--- src/rtl/pwm_servo_decoder.sv ---
// pwm_servo_decoder
//   Receive side of the MG995 servo PWM interface. Measures the high time and
//   the period of an incoming servo pulse train and decodes the high time back
//   to the 2-bit angle select code (0 = none, 1 = 0 deg, 2 = 90 deg, 3 = 180 deg).
//
//   Ports:
//     Clk_i          system clock
//     Reset_i        asynchronous, active-low reset
//     Pwm_i          asynchronous servo PWM line
//     Sel_angle_o    decoded angle code
//     Width_o        high time of the last accepted frame, in clock cycles
//     Frame_valid_o  one-cycle pulse: frame accepted
//     Frame_err_o    one-cycle pulse: frame period out of range
//     Timeout_o      sticky loss-of-signal flag
//
//   Optional feature (macro PWM_SERVO_DECODER_STABLE_EN): Sel_angle_o only
//   changes after STABLE_FRAMES consecutive accepted frames classify the same.
module pwm_servo_decoder #(
  parameter int unsigned ANGLE_0_CYCLES    = 25000,
  parameter int unsigned ANGLE_90_CYCLES   = 75000,
  parameter int unsigned ANGLE_180_CYCLES  = 125000,
  parameter int unsigned WIDTH_TOL_CYCLES  = 2500,
  parameter int unsigned PERIOD_CYCLES     = 1000000,
  parameter int unsigned PERIOD_TOL_CYCLES = 50000,
  parameter int unsigned TIMEOUT_CYCLES    = 1250000,
  parameter int unsigned WIDTH_W           = 21,
  parameter int unsigned STABLE_FRAMES     = 3
) (
  input  logic               Clk_i,
  input  logic               Reset_i,
  input  logic               Pwm_i,
  output logic [1:0]         Sel_angle_o,
  output logic [WIDTH_W-1:0] Width_o,
  output logic               Frame_valid_o,
  output logic               Frame_err_o,
  output logic               Timeout_o
);

  typedef logic [WIDTH_W-1:0] cnt_t;

  localparam cnt_t PER_MIN  = cnt_t'(PERIOD_CYCLES - PERIOD_TOL_CYCLES);
  localparam cnt_t PER_MAX  = cnt_t'(PERIOD_CYCLES + PERIOD_TOL_CYCLES);
  localparam cnt_t A0_MIN   = cnt_t'(ANGLE_0_CYCLES - WIDTH_TOL_CYCLES);
  localparam cnt_t A0_MAX   = cnt_t'(ANGLE_0_CYCLES + WIDTH_TOL_CYCLES);
  localparam cnt_t A90_MIN  = cnt_t'(ANGLE_90_CYCLES - WIDTH_TOL_CYCLES);
  localparam cnt_t A90_MAX  = cnt_t'(ANGLE_90_CYCLES + WIDTH_TOL_CYCLES);
  localparam cnt_t A180_MIN = cnt_t'(ANGLE_180_CYCLES - WIDTH_TOL_CYCLES);
  localparam cnt_t A180_MAX = cnt_t'(ANGLE_180_CYCLES + WIDTH_TOL_CYCLES);
  localparam cnt_t TMO_LIM  = cnt_t'(TIMEOUT_CYCLES);

  // Counters must be able to reach the timeout limit without wrapping.
  if (64'(TIMEOUT_CYCLES) >= (64'd1 << WIDTH_W) || STABLE_FRAMES == 0) begin : g_param_check
    $error("pwm_servo_decoder: WIDTH_W too small for TIMEOUT_CYCLES or STABLE_FRAMES is 0");
  end

  typedef enum logic [1:0] {S_IDLE, S_HIGH, S_LOW} state_t;

  state_t     state;
  logic       s1, s2, s3;
  logic       rise, fall;
  cnt_t       hi_cnt, per_cnt;
  logic       per_ok, tmo_hit;
  logic [1:0] cls;

  // Evaluation snapshot taken on the rise cycle, applied one cycle later.
  logic       ev_pend, ev_ok;
  logic [1:0] ev_sel;
  cnt_t       ev_hi;

  function automatic cnt_t sat_inc(input cnt_t v);
    return (v == '1) ? v : v + cnt_t'(1);
  endfunction

  always_comb begin
    rise    = s2 & ~s3;
    fall    = ~s2 & s3;
    per_ok  = (per_cnt >= PER_MIN) && (per_cnt <= PER_MAX);
    tmo_hit = (per_cnt >= TMO_LIM);
    cls     = 2'd0;
    if (hi_cnt >= A0_MIN && hi_cnt <= A0_MAX)          cls = 2'd1;
    else if (hi_cnt >= A90_MIN && hi_cnt <= A90_MAX)   cls = 2'd2;
    else if (hi_cnt >= A180_MIN && hi_cnt <= A180_MAX) cls = 2'd3;
  end

`ifdef PWM_SERVO_DECODER_STABLE_EN
  localparam cnt_t STABLE_N = cnt_t'(STABLE_FRAMES);
  cnt_t       run_cnt, run_next;
  logic [1:0] run_sel;

  always_comb begin
    run_next = cnt_t'(1);
    if (run_cnt != '0 && ev_sel == run_sel) run_next = sat_inc(run_cnt);
  end
`endif

  always_ff @(posedge Clk_i or negedge Reset_i) begin
    if (!Reset_i) begin
      s1            <= 1'b0;
      s2            <= 1'b0;
      s3            <= 1'b0;
      state         <= S_IDLE;
      hi_cnt        <= '0;
      per_cnt       <= '0;
      ev_pend       <= 1'b0;
      ev_ok         <= 1'b0;
      ev_sel        <= '0;
      ev_hi         <= '0;
      Sel_angle_o   <= '0;
      Width_o       <= '0;
      Frame_valid_o <= 1'b0;
      Frame_err_o   <= 1'b0;
      Timeout_o     <= 1'b0;
`ifdef PWM_SERVO_DECODER_STABLE_EN
      run_cnt       <= '0;
      run_sel       <= '0;
`endif
    end else begin
      s1            <= Pwm_i;
      s2            <= s1;
      s3            <= s2;
      Frame_valid_o <= 1'b0;
      Frame_err_o   <= 1'b0;
      ev_pend       <= 1'b0;

      if (ev_pend) begin
        if (ev_ok) begin
          Frame_valid_o <= 1'b1;
          Width_o       <= ev_hi;
          Timeout_o     <= 1'b0;
`ifdef PWM_SERVO_DECODER_STABLE_EN
          run_cnt <= run_next;
          run_sel <= ev_sel;
          if (run_next >= STABLE_N) Sel_angle_o <= ev_sel;
`else
          Sel_angle_o <= ev_sel;
`endif
        end else begin
          Frame_err_o <= 1'b1;
`ifdef PWM_SERVO_DECODER_STABLE_EN
          run_cnt <= '0;
`endif
        end
      end

      case (state)
        S_IDLE: begin
          hi_cnt  <= '0;
          per_cnt <= '0;
          if (rise) begin
            state   <= S_HIGH;
            hi_cnt  <= cnt_t'(1);
            per_cnt <= cnt_t'(1);
          end
        end
        default: begin
          // A rise coinciding with the timeout limit closes the frame normally.
          if (rise) begin
            ev_pend <= 1'b1;
            ev_ok   <= per_ok;
            ev_sel  <= cls;
            ev_hi   <= hi_cnt;
            state   <= S_HIGH;
            hi_cnt  <= cnt_t'(1);
            per_cnt <= cnt_t'(1);
          end else if (tmo_hit) begin
            state       <= S_IDLE;
            hi_cnt      <= '0;
            per_cnt     <= '0;
            Sel_angle_o <= '0;
            Timeout_o   <= 1'b1;
`ifdef PWM_SERVO_DECODER_STABLE_EN
            run_cnt     <= '0;
`endif
          end else begin
            per_cnt <= sat_inc(per_cnt);
            if (state == S_HIGH) begin
              if (fall) state  <= S_LOW;
              else      hi_cnt <= sat_inc(hi_cnt);
            end
          end
        end
      endcase
    end
  end

endmodule

--- config.mk ---
export PLATFORM = sky130hd
export DESIGN_NAME = pwm_servo_decoder
export DESIGN_NICKNAME = d
export VERILOG_FILES = /design/src/rtl/pwm_servo_decoder.sv
export SDC_FILE = /design/constraint.sdc
export NUM_CORES = 1
export LEC_CHECK = 0
export ABC_AREA = 1
export CAP_MARGIN = 25
export CORE_UTILIZATION = 57
export CTS_BUF_LIST = sky130_fd_sc_hd__clkbuf_16
export DETAILED_ROUTE_END_ITERATION = 8
export PLACE_DENSITY = 0.76
export SETUP_SLACK_MARGIN = 0.4
export SLEW_MARGIN = 30
export SYNTH_ARGS = -nofsm -noshare
export SYNTH_HDL_FRONTEND = slang
export SYNTH_SLANG_ARGS = --single-unit
export TNS_END_PERCENT = 20
--- constraint.sdc ---
create_clock -name Clk_i -period 1.9 [get_ports Clk_i]
set_input_delay 0.285 -clock Clk_i [delete_from_list [all_inputs] [get_ports Clk_i]]
set_output_delay 0.285 -clock Clk_i [all_outputs]
set_load 0.005 [all_outputs]
==> results.tsv <==
metric	value	unit
drc	0	
clock.fmax	564.6	MHz
fin_util	0.7792	
finalCritPeriodShare	0.9322	
slowest_stage	dfrtp_1	
finalSetupViolations	0	
grt_usage	0.3171	
ys_seq_area_frac	0.4454	
final-hold-violation-count	0	
cts_tree	built	
io_pins	29	
start_util	0.5931	
peakVddDrop	754.4	uV
clock-root-buffer	clkbuf_16	
postRouteWirelength	16170	um
cp.required	2.17	ns
wire_per_inst	16.57	um
p_sw	2.053	mW
leakagePower	3.415	nW
avgViaCountPerCell	5.675	
first_pass_iters	5	
cp_cell_sequence	nand2_1 -> nor2_1 -> nand4_1 -> nand2_2 -> nand3_4 -> nand2_8 -> clkbuf_16 -> nand2_1 -> o21ai_1	
grt_max_degree	43	
intPower	3.830	mW
ant_nets	0	
gp_congestion	0.9953	
die_area	0.01006	mm^2
first_global_vias	4943	
min_period	1.771	ns
dp_hpwl	10800	um
portBuffers	28	
fill_cells	680	
switching_share	0.3490	
slowest_delay	0.47	ns
endpoint_kind	register	
antenna_found_initial	0	
combPwrFrac	0.298	
yosysUniqueCellTypes	33	
gr-total-overflow	0	
synth_top_cells_by_area	dfrtp_1, nand2_1, nor2_1, inv_1, nand4_1	
synth_top_area_share	0.4454	
rsz0062_at_grt	true	
synth_fp_nets	756	
worst_pin_slew	0.6379	ns
dpl_worst_slack	0.05316	ns
finalNetCount	851	
die_h	100.3	um
numClockSinks	98	
synth-edff-count	0	
finClkSkew	0.01329	ns
avgSynthCellArea	7.372	um^2
setup_ws	0.1289	ns
synthArstFlopShare	1.000	
outcome	completed	
cp_max_fo	6	
dr_total_vias	5539	
clk_latency	0.35	ns
drt_iter0_drc	442	
synth_area_leader_cell	dfrtp_1	
worst_path_most_repeated_cell	nand2_1	
hold_path_class	register to register	
path_buf_inv	1	
synthCells	747	
synth_warnings	0	
max-slew-margin-rel	0.5743	
grt_pass1_wl	24610	um
ys_ff_latch	98	
numCtsBuffers	9	
clkPwrFrac	0.302	
slew_viol_final	0	
finalSetupTns	0	ns
die_w	100.3	um
rows	35	
clk_pin_slew	0.08	ns
crit_type	register to register	
synth_flop_cell	dfrtp_1	
total_power	5.883	mW
htreeDepth	3	
drv_cap	0	
cp_data_arrival_time	2.04	ns
critPathTopFamily	simple AND/OR/NAND/NOR gates	
max-clock-path-buffers	2	
p_seq_frac	0.400	
worstSetupStartpointType	register	
syn_area	0.005507	mm^2
drive_gt1_frac	0.2633	
power_density	813.2	mW/mm^2
core	0.009284	mm^2
diodes	0	
area_growth_syn_to_layout	31.38	%
==> layout by cell type (no fill, tap or decap), drive strengths merged, types with 2 or more instances in the layout <==
cell type,instances
xnor2,2
nand3,34
clkinv,2
clkinvlp,3
nand2,253
dfrtp,98
clkdlybuf4s50,27
buf,86
o21ai,43
a21oi,11
xor2,22
nand4,33
ha,6
o31ai,2
inv,74
nor2,89
clkbuf,11
nand3b,4
nor3,28
nor4,13
==> power groups by stage <==
stage	registers (mW)	logic, mW	clock network [mW]
2_1_floorplan	2.37	0.811	0
3_3_place_gp	2.37	1.28	0
3_5_place_dp	2.39	1.29	0
4_1_cts	2.34	1.46	1.80
5_1_grt	2.37	1.88	1.88
6_report	2.35	1.75	1.78
==> kinds of logic (layout without fill, tap and decap cells) <==
| family | after synthesis | in the layout | share of synthesized area |
|---|---|---|---|
| fa+ha+maj | 6 | 6 | 0.01363 |
| compound gates | 59 | 59 | 0.05590 |
| flops | 98 | 98 | 0.4454 |
| buf+inv | 104 | 204 | 0.08043 |
| xor+xnor | 24 | 24 | 0.03817 |
| simple gates | 456 | 456 | 0.3665 |
==> Yosys cell counts (2+ instances only) <==
cell type and instances:
xnor2_1 2, buf_6 2, clkbuf_1 11, xor2_1 22
nor4_1 13, buf_4 6, nor3_1 28, o21ai_0 29
nor2_1 78, nand2_2 4, nand2_4 2, buf_2 12
a21oi_1 11, nand3b_1 4, o31ai_1 2, inv_2 4
nand4_1 32, dfrtp_1 98, nand3_1 32, nand3_2 2
o21ai_1 14, nor2_2 8, inv_1 68, nand2_1 247
nor2_4 3, ha_1 6
==> metal layers <==
layer  up-vias  share of wire  GRT usage
li1       2596              -          -
met1      2604           0.44     0.4574
met2       303           0.46     0.5053
met3        36          0.079    0.04526
met4         0          0.020    0.08138
met5         -              0          0
==> layout make-up <==
class	instances	area [um^2]	area share
multi-input cells	545	2963	0.4095
flip-flops and latches	98	2469	0.3412
repair buffers	116	1071	0.1480
inverters	72	285.3	0.03943
clock buffers	9	225.2	0.03113
well taps	129	161.4	0.02231
clock inverters	7	60.06	0.008302
==> registers in the layout, indices dropped and copies added (netlist names) <==
name and cells:
hi_cnt 21, Frame_err_o 1, Frame_valid_o 1, Sel_angle_o 2, ev_pend 1, per_cnt 21, state 2, s2 1
Timeout_o 1, Width_o 21, s3 1, ev_ok 1, s1 1, ev_hi 21, ev_sel 2
==> through the flow <==
stage / hold WS, ns / std cells / area, um^2
floorplan: -0.01059 / 747 / 5513
global placement: 0.2316 / 920 / 6173
detailed placement: 0.2361 / 920 / 6173
CTS: 0.3698 / 951 / 6698
global route: 0.3756 / 976 / 7234
finish: 0.3675 / 976 / 7234
==> worst paths after layout <==
check | slack (ns) | start | end | cells past startpoint
setup / recovery | 0.13 | hi_cnt[13] | hi_cnt[9] | 9
hold / removal | 0.37 | s1 | s2 | 0
setup reg to reg | 0.13 | hi_cnt[13] | hi_cnt[9] | 9
hold reg to reg | 0.37 | s1 | s2 | 0
max in group asynchronous | 0.91 | Reset_i | hi_cnt[16] | 3
min in group asynchronous | 0.40 | Reset_i | Frame_err_o | 2
==> repair_timing <==
| action | 4_1_cts | 5_1_grt |
|---|---|---|
| hold buffers | 1 | 0 |
| hold endpoints to repair | 24 | 0 |
| cloned | 1 | 2 |
| pin swaps | 6 | 26 |
| resized for setup | 32 | 104 |
| setup endpoints to repair | 73 | 92 |
| setup buffers | 13 | 23 |
Power figures use the tool's default switching activity.
